[src/rtl/sample_fifo_pkg.sv]
// Shared register map, STATUS/CTRL bit positions and CTRL layout
// for the AHB-lite audio sample FIFO.
package sample_fifo_pkg;

  localparam logic [1:0] REG_DATA   = 2'd0;
  localparam logic [1:0] REG_STATUS = 2'd1;
  localparam logic [1:0] REG_CTRL   = 2'd2;
  localparam logic [1:0] REG_RSVD   = 2'd3;

  localparam int ST_LEVEL_W = 9;
  localparam int ST_EMPTY   = 9;
  localparam int ST_FULL    = 10;
  localparam int ST_OVF     = 11;
  localparam int ST_UDF     = 12;

  localparam int CT_EN     = 0;
  localparam int CT_FLUSH  = 1;
  localparam int CT_IE     = 2;
  localparam int CT_DECIM  = 3;
  localparam int CT_THRESH = 8;
  localparam int THRESH_W  = 8;

  typedef struct packed {
    logic                en;
    logic                ie;
    logic                decim;
    logic [THRESH_W-1:0] thresh;
  } ctrl_t;

endpackage

[src/rtl/sample_fifo.sv]
// Generic synchronous FIFO with flush, full/empty and occupancy level.
// Storage is not reset; pointers wrap modulo DEPTH.
module sample_fifo #(
  parameter int DEPTH = 16,
  parameter int W     = 24
) (
  input  logic                       clk,
  input  logic                       rst,
  input  logic                       push,
  input  logic                       pop,
  input  logic                       flush,
  input  logic [W-1:0]               wdata,
  output logic [W-1:0]               rdata,
  output logic                       full,
  output logic                       empty,
  output logic [$clog2(DEPTH):0]     level
);

  localparam int AW = $clog2(DEPTH);

  logic [W-1:0]  mem [DEPTH];
  logic [AW-1:0] wp;
  logic [AW-1:0] rp;
  logic [AW:0]   cnt;
  logic          do_push;
  logic          do_pop;

  assign full    = (cnt == (AW+1)'(DEPTH));
  assign empty   = (cnt == '0);
  assign level   = cnt;
  assign rdata   = mem[rp];
  // A full FIFO still accepts a push when the head leaves the same cycle
  assign do_push = push & (~full | pop);
  assign do_pop  = pop & ~empty;

  always_ff @(posedge clk or posedge rst) begin
    if (rst) begin
      wp  <= '0;
      rp  <= '0;
      cnt <= '0;
    end else if (flush) begin
      wp  <= '0;
      rp  <= '0;
      cnt <= '0;
    end else begin
      if (do_push) wp <= wp + 1'b1;
      if (do_pop)  rp <= rp + 1'b1;
      if (do_push & ~do_pop)
        cnt <= cnt + 1'b1;
      else if (do_pop & ~do_push)
        cnt <= cnt - 1'b1;
    end
  end

  always_ff @(posedge clk) begin
    if (do_push & ~flush)
      mem[wp] <= wdata;
  end

endmodule

[src/rtl/ahbl_sample_fifo.sv]
// AHB-lite register front end for the I2S sample FIFO: decode, flags, IRQ.
// Optional pair-averaging decimator enabled by SAMPLE_FIFO_DECIM_EN.
module ahbl_sample_fifo
  import sample_fifo_pkg::*;
#(
  parameter int DEPTH = 16,
  parameter int SW    = 24
) (
  input  logic          HCLK,
  input  logic          HRESET,
  input  logic          HSEL,
  input  logic [31:0]   HADDR,
  input  logic [1:0]    HTRANS,
  input  logic [2:0]    HSIZE,
  input  logic          HWRITE,
  input  logic          HREADY,
  input  logic [31:0]   HWDATA,
  output logic          HREADYOUT,
  output logic [31:0]   HRDATA,
  input  logic [SW-1:0] SMP_DATA,
  input  logic          SMP_VALID,
  output logic          IRQ
);

  localparam int AW = $clog2(DEPTH);

  logic       dp_act;
  logic       dp_wr;
  logic [1:0] dp_reg;

  ctrl_t ctrl;
  logic  ovf;
  logic  udf;

  logic          rd_data;
  logic          wr_status;
  logic          wr_ctrl;
  logic          pop;
  logic          push;
  logic          flush;
  logic          ovf_set;
  logic          udf_set;
  logic [SW-1:0] push_data;

  logic [SW-1:0] head;
  logic          full;
  logic          empty;
  logic [AW:0]   level;

  logic [ST_LEVEL_W-1:0] lvl9;
  logic signed [SW-1:0]  head_s;
  logic [31:0]           head_ext;
  logic [31:0]           status;
  logic [31:0]           ctrl_rd;

  logic unused;
  assign unused = ^{HSIZE, HADDR[31:4], HADDR[1:0],
                    HWDATA[31:16], HWDATA[7:3]};

  assign HREADYOUT = 1'b1;

  always_ff @(posedge HCLK or posedge HRESET) begin
    if (HRESET) begin
      dp_act <= 1'b0;
      dp_wr  <= 1'b0;
      dp_reg <= '0;
    end else if (HREADY) begin
      dp_act <= HSEL & HTRANS[1];
      dp_wr  <= HWRITE;
      dp_reg <= HADDR[3:2];
    end
  end

  assign rd_data   = dp_act & ~dp_wr & (dp_reg == REG_DATA);
  assign wr_status = dp_act & dp_wr & (dp_reg == REG_STATUS);
  assign wr_ctrl   = dp_act & dp_wr & (dp_reg == REG_CTRL);
  assign flush     = wr_ctrl & HWDATA[CT_FLUSH];
  assign pop       = rd_data & ~empty;
  assign udf_set   = rd_data & empty;
  assign ovf_set   = push & full & ~pop & ~flush;

`ifdef SAMPLE_FIFO_DECIM_EN
  logic          phase;
  logic [SW-1:0] first;
  logic [SW:0]   sum;

  // Sign-extended SW+1-bit add; bits [SW:1] give (a+b)>>>1 truncated
  assign sum = {first[SW-1], first} + {SMP_DATA[SW-1], SMP_DATA};

  always_ff @(posedge HCLK or posedge HRESET) begin
    if (HRESET) begin
      phase <= 1'b0;
      first <= '0;
    end else if (flush | ~ctrl.en | ~ctrl.decim) begin
      phase <= 1'b0;
    end else if (SMP_VALID) begin
      phase <= ~phase;
      if (~phase) first <= SMP_DATA;
    end
  end

  assign push      = SMP_VALID & ctrl.en & (~ctrl.decim | phase);
  assign push_data = ctrl.decim ? sum[SW:1] : SMP_DATA;
`else
  assign push      = SMP_VALID & ctrl.en;
  assign push_data = SMP_DATA;
`endif

  sample_fifo #(
    .DEPTH (DEPTH),
    .W     (SW)
  ) u_fifo (
    .clk   (HCLK),
    .rst   (HRESET),
    .push  (push),
    .pop   (pop),
    .flush (flush),
    .wdata (push_data),
    .rdata (head),
    .full  (full),
    .empty (empty),
    .level (level)
  );

  always_ff @(posedge HCLK or posedge HRESET) begin
    if (HRESET) begin
      ctrl <= '0;
    end else if (wr_ctrl) begin
      ctrl.en     <= HWDATA[CT_EN];
      ctrl.ie     <= HWDATA[CT_IE];
`ifdef SAMPLE_FIFO_DECIM_EN
      ctrl.decim  <= HWDATA[CT_DECIM];
`else
      ctrl.decim  <= 1'b0;
`endif
      ctrl.thresh <= HWDATA[CT_THRESH +: THRESH_W];
    end
  end

  // Hardware set beats a same-cycle write-1-to-clear
  always_ff @(posedge HCLK or posedge HRESET) begin
    if (HRESET) begin
      ovf <= 1'b0;
      udf <= 1'b0;
    end else begin
      if (ovf_set)
        ovf <= 1'b1;
      else if (wr_status & HWDATA[ST_OVF])
        ovf <= 1'b0;
      if (udf_set)
        udf <= 1'b1;
      else if (wr_status & HWDATA[ST_UDF])
        udf <= 1'b0;
    end
  end

  assign lvl9 = ST_LEVEL_W'(level);

  always_ff @(posedge HCLK or posedge HRESET) begin
    if (HRESET)
      IRQ <= 1'b0;
    else
      IRQ <= ctrl.ie & (lvl9 >= ST_LEVEL_W'(ctrl.thresh))
           & (ctrl.thresh != '0);
  end

  assign head_s   = head;
  assign head_ext = 32'(head_s);

  always_comb begin
    status = '0;
    status[ST_LEVEL_W-1:0] = lvl9;
    status[ST_EMPTY]       = empty;
    status[ST_FULL]        = full;
    status[ST_OVF]         = ovf;
    status[ST_UDF]         = udf;
  end

  always_comb begin
    ctrl_rd = '0;
    ctrl_rd[CT_EN]    = ctrl.en;
    ctrl_rd[CT_IE]    = ctrl.ie;
    ctrl_rd[CT_DECIM] = ctrl.decim;
    ctrl_rd[CT_THRESH +: THRESH_W] = ctrl.thresh;
  end

  always_comb begin
    HRDATA = '0;
    if (dp_act & ~dp_wr) begin
      case (dp_reg)
        REG_DATA:   HRDATA = empty ? '0 : head_ext;
        REG_STATUS: HRDATA = status;
        REG_CTRL:   HRDATA = ctrl_rd;
        default:    HRDATA = '0;
      endcase
    end
  end

endmodule

[config.mk]
export PLATFORM = sky130hd
export DESIGN_NAME = ahbl_sample_fifo
export DESIGN_NICKNAME = d
export VERILOG_FILES = /design/src/rtl/sample_fifo_pkg.sv /design/src/rtl/sample_fifo.sv /design/src/rtl/ahbl_sample_fifo.sv
export SDC_FILE = /design/constraint.sdc
export NUM_CORES = 1
export LEC_CHECK = 0
export CAP_MARGIN = 10
export CORE_UTILIZATION = 25
export DETAILED_ROUTE_END_ITERATION = 12
export GPL_ROUTABILITY_DRIVEN = 0
export GPL_TIMING_DRIVEN = 0
export PLACE_DENSITY_LB_ADDON = 0.12
export SLEW_MARGIN = 40
export SYNTH_ARGS = -nofsm -noshare
export SYNTH_HDL_FRONTEND = slang
export SYNTH_SLANG_ARGS = --single-unit
[constraint.sdc]
create_clock -name HCLK -period 5.2 [get_ports HCLK]
set_input_delay 1.04 -clock HCLK [delete_from_list [all_inputs] [get_ports HCLK]]
set_output_delay 1.04 -clock HCLK [all_outputs]
set_load 0.005 [all_outputs]
# Word level (Yosys, flattened, before mapping)
# Memory sizes are Yosys's and may differ from the RTL's.
# Cells that the tools add are included.
classes:
  n_eq_ne: 3
  n_mux: 16
  addsub: 4
  order_cmp: 1
  n_reduce_logical: 8
  n_bitwise: 30
op_table:
  columns: ["operator", "n"]
  rows:
  - ["case mux 32 bit (3 select lines)", 1]
  - ["two-way mux 32 bit", 2]
  - ["AND 1 bit", 22]
  - ["two-way mux 4 bit", 4]
  - ["two-way mux 5 bit", 3]
  - ["adder 4 x 1 -> 4 bit, second input constant", 2]
  - ["greater-or-equal comparator 5 x 8 -> 1 bit", 1]
  - ["nonzero test 2 bit", 4]
  - ["nonzero test 8 bit", 1]
  - ["NOT 1 bit", 7]
  - ["two-way mux 1 bit", 6]
  - ["adder 5 x 1 -> 5 bit, second input constant", 1]
  - ["equality test 5 bit, second input constant", 1]
  - ["logical NOT 5 bit", 1]
  - ["subtractor 5 x 1 -> 5 bit, second input constant", 1]
  - ["nonzero test 3 bit", 1]
  - ["equality test 2 x 1 -> 1 bit, second input constant", 1]
  - ["equality test 2 bit, second input constant", 1]
  - ["logical NOT 2 bit", 1]
  - ["bitwise OR 1 bit", 1]
word_totals:
  mem_bits_rw: 384
  ff_bits: 30
  memories: 1
  wordCells: 75
mem_list:
  columns: ["name", "depth", "width", "rd", "rd_ports_with_merged_regs", "write_ports", "line", "rtl"]
  rows:
  - ["u_fifo.mem", 16, 24, 1, 0, 1, "sample_fifo.sv:21", "logic [W-1:0] mem [DEPTH];"]

# Depth between registers and ports, before layout
depth:
  ltp_word: 11
  mapped_depth: 10
  mapped_depth_nobuf: 9

# Cells and area by module
# From an unflattened synthesis, not the netlist that was laid out.
hier_totals:
  hier_cells: 832
  hier_area_um2: 16604.7
modules_own_cells:
  columns: ["module", "seq_area_each_um2", "area_per_inst_um2", "instances", "cells_per_inst"]
  rows:
  - ["sample_fifo", 11856.4, 15333.5, 1, 703]
  - ["ahbl_sample_fifo", 425.4, 1271.2, 1, 129]

# Least setup slack after synthesis
# Ideal clock, no wire load.
synth_path:
  path_type: "input -> register"
  from: "in SMP_VALID"
  to: "mem u_fifo.mem[0][0] (enable)"
  setup_time_ps: 466
  required_ps: 4734
  path_slack_ps: 1054
  t_arrival_ps: 3680
  cell_stages: 3
  path_cell_list: "o311a_4 > nand2_2 > nor4_1"
synth_via:
  elab_chain_cells: 5
synth_lines:
  columns: ["item", "line", "rtl"]
  rows:
  - ["start: declaration", "ahbl_sample_fifo.sv:21", "input logic SMP_VALID,"]
  - ["AND 1 bit", "ahbl_sample_fifo.sv:105", "assign push = SMP_VALID & ctrl.en;"]
  - ["AND 1 bit", "sample_fifo.sv:33", "assign do_push = push & (~full | pop);"]
  - ["AND 1 bit", "sample_fifo.sv:56", "if (do_push & ~flush)"]
  - ["two-way mux 1 bit", "sample_fifo.sv:56", null]
  - ["two-way mux 1 bit (not written as such)", "sample_fifo.sv:57", "mem[wp] <= wdata;"]
  - ["end: declaration", "sample_fifo.sv:21", null]
# Every way passes these cells.

# Final worst setup path
layout_path:
  from: "reg dp_wr"
  to: "out HRDATA[14]"
layout_via:
  elab_chain_cells: 3
layout_lines:
  columns: ["item", "line", "rtl"]
  rows:
  - ["start: declaration", "ahbl_sample_fifo.sv:28", "logic dp_wr;"]
  - ["start signal: assignment", "ahbl_sample_fifo.sv:65", "dp_wr <= 1'b0;"]
  - ["start signal: assignment", "ahbl_sample_fifo.sv:69", "dp_wr <= HWRITE;"]
  - ["NOT 1 bit", "ahbl_sample_fifo.sv:189", "if (dp_act & ~dp_wr) begin"]
  - ["AND 1 bit", "ahbl_sample_fifo.sv:189", null]
  - ["two-way mux 32 bit", "ahbl_sample_fifo.sv:189", null]
  - ["end: declaration", "ahbl_sample_fifo.sv:19", "output logic [31:0] HRDATA,"]
# Every way passes these cells.

==> impl_metrics.tcl <==
set metrics [dict create \
    required_ns 4.16 \
    tightest_slew_ns 0.833 \
    ys.flop_type "edfxtp_1" \
    worst_clock_skew_ns 0.00998 \
    reg2regPathDepth 10 \
    ctsHoldBuffers 0 \
    status "complete, no violations" \
    p_per_area_nw_per_um2 471 \
    clock_path_buffers 3 \
    cts_resized 0 \
    yosys.area.top_type "edfxtp_1" \
    antenna_found_initial 1 \
    end_kind "output port" \
    synth.avg_cell_area_um2 20.4 \
    rrSetupSlack_ns 1.83 \
    fin_area_um2 20400 \
    regMostFlops "u_fifo.mem" \
    setup_violations 0 \
    fp.dieArea_um2 67300 \
    cts_tree "built" \
    clockRootBuffer "clkbuf_16" \
    worst_hold_slack_ns 0.502 \
    maxCapViolations 0 \
    rsz0062_at_grt "false" \
    hold_violations 0 \
    worstSetupStartpoint "dp_wr$_DFFE_PP0P_" \
    crit_end "HRDATA[14]" \
    synth_cells 813 \
    grt_pass1_vias 8895 \
    slew_violations 0 \
    overflow 0 \
    slew_headroom_pct 44.5 \
    io_buffers 76 \
    seqCellArea_um2 12300 \
    first_pass_iters 4 \
    first_iter_violations 684 \
    worstPathArrival_ns 3.73 \
    grt_pass1_wl_um 66800 \
    crit_fanout 10 \
    start_util_pct 25.5 \
    synth_cell_types 47 \
    period_share_pct 91.7 \
    synthTopCellsByArea "edfxtp_1 (70%), mux4_2 (13%), dfrtp_1 (4.5%)" \
    reg2reg_from "u_fifo.level[2]$_DFFE_PP0P_" \
    ant_nets 0 \
    vdd_drop_max_mv 0.207 \
    dp_hpwl_um 30300 \
    area_growth_pct 23.2 \
    synth_edf_count 384 \
    place_area_um2 19000 \
    antenna_cells 0 \
    htree_levels 2 \
    cts_sinks 414 \
    cp-start-kind "flop" \
    clock.fmax_mhz 210 \
    ys_seq_area_share_pct 74.2 \
    yosys.area.top_type_share_pct 69.7 \
    fp-row-count 93 \
    die_w_um 259 \
    ioPinCount 133 \
    wl_per_cell_um 24.6 \
    drt_wl_total_um 46100 \
    drc 0 \
    clk_pin_slew_ns 0.05 \
    final_nets 1101 \
    synth_nets 927 \
    largest_reg_flops 384 \
    cts_buffers 47 \
    yosysWarnings 0 \
    period_needed_ns 4.77 \
    syn-cell-area_um2 16600 \
    clock_latency_ns 0.58 \
    hp-class "flop to flop" \
    worstSetupPathType "flop to output port" \
    power.leakage_nw 6.60 \
    cts_setup_buffers 0 \
    drive_above_1_share_pct 27.8 \
    r2r_end "u_fifo.level[4]$_DFFE_PP0P_" \
    ys_ff_latch 414 \
    core_area_um2 64900 \
    power_w 0.00960 \
    fill_cells 6331 \
    die_h_um 259 \
    multiInputGateArea_um2 4040 \
    ys_async_sr_fraction_pct 7.25 \
    grt_usage_pct 14.0 \
    via_per_inst 4.53 \
    grt_max_degree 31 \
    num_vias 8497 \
]
[cells in the final DEF, fill, tap and decap left out, drive strengths merged, types with 2 or more instances in the layout]
cell type / instances
a211oi: 11
a21o: 9
a21oi: 10
a22o: 2
a22oi: 5
and2: 8
buf: 84
clkbuf: 75
clkdlybuf4s50: 76
clkinv: 21
dfrtp: 30
edfxtp: 384
ha: 14
inv: 16
mux2: 15
mux2i: 29
mux4: 96
nand2: 10
nand2b: 4
nand3: 5
nand4: 8
nor2: 20
nor2b: 15
nor3: 12
nor3b: 3
nor4: 6
nor4b: 2
o21ai: 7
o22a: 4
o22ai: 20
xnor2: 2
xor2: 6
[cells by family after synthesis]
family	count (synthesis)	synth area share (%)
buffers and inverters	67	1.92
multiplexers	140	15.9
other	1	0.0227
AND/OR/NAND/NOR	95	3.25
AO/OA/AOI/OAI	73	3.11
XOR/XNOR	8	0.423
flip-flops	414	74.2
adder cells (fa/ha/maj)	15	1.18
[metal layers]
metal | vias up | part of all wire [%] | track usage (%)
met1 | 4590 | 50 | 20.5
met4 | 2 | 1.8 | 3.89
met3 | 58 | 3.5 | 2.24
met2 | 152 | 45 | 21.2
li1 | 3695 | - | -
met5 | - | 0.028 | 0
[worst max-delay path, stage by stage, from the launching register on]
cell             delay, ns
dfrtp_1               0.48
nor4b_4               0.65
a21boi_4              0.45
nand2b_2              0.14
buf_2                 0.26
o22ai_1               0.50
a21o_1                0.15
clkdlybuf4s50_1       0.50
[report_power, final]
| group | switching, W | leakage [nW] | internal, W | total, W |
|---|---|---|---|---|
| logic | 0.00139 | 2.11 | 0.00112 | 0.00251 |
| clock network | 0.00133 | 0.675 | 0.00173 | 0.00306 |
| registers | 0.000131 | 3.82 | 0.00389 | 0.00403 |
[cell type report]
class / instances / share of cell area (%)
sequential: 414 / 60.2
multi-input combinational: 332 / 19.8
timing repair buffer: 125 / 6.27
clock buffer: 58 / 6.08
tap: 855 / 5.25
buffer: 52 / 1.34
clock inverter: 24 / 0.730
inverter: 15 / 0.282
[how the worst min path moves through the flow]
stage                    startpoint              end  slack [ns]  cells after the start
finish              udf$_DFFE_PP0P_  udf$_DFFE_PP0P_        0.50                      1
global route        udf$_DFFE_PP0P_  udf$_DFFE_PP0P_        0.54                      1
CTS                 udf$_DFFE_PP0P_  udf$_DFFE_PP0P_        0.50                      1
detailed placement  udf$_DFFE_PP0P_  udf$_DFFE_PP0P_        0.49                      1
global placement    udf$_DFFE_PP0P_  udf$_DFFE_PP0P_        0.49                      1
floorplan           udf$_DFFE_PP0P_  udf$_DFFE_PP0P_        0.47                      1
[per-stage QoR]
stage | util [%] | instances | setup slack [ns] | TNS (ns)
after floorplan | - | 813 | 1.05 | 0
after global placement | 28.3 | 1744 | -3.77 | -362.51
after detailed placement | 29.2 | 1792 | 0.914 | 0
after CTS | 31.4 | 1874 | 0.268 | 0
after global routing | 31.4 | 1875 | 0.128 | 0
final | 31.4 | 1875 | 0.433 | 0
[cell usage after synthesis (12+ instances only)]
master    count
o22ai_1      20
nor2b_1      15
mux2_2       15
clkbuf_1     17
buf_2        17
ha_1         14
nor2_1       20
dfrtp_1      30
nor3_1       12
inv_1        15
mux4_2       96
mux2i_1      28
edfxtp_1    384
buf_4        12
Power figures use the tool's default switching activity.
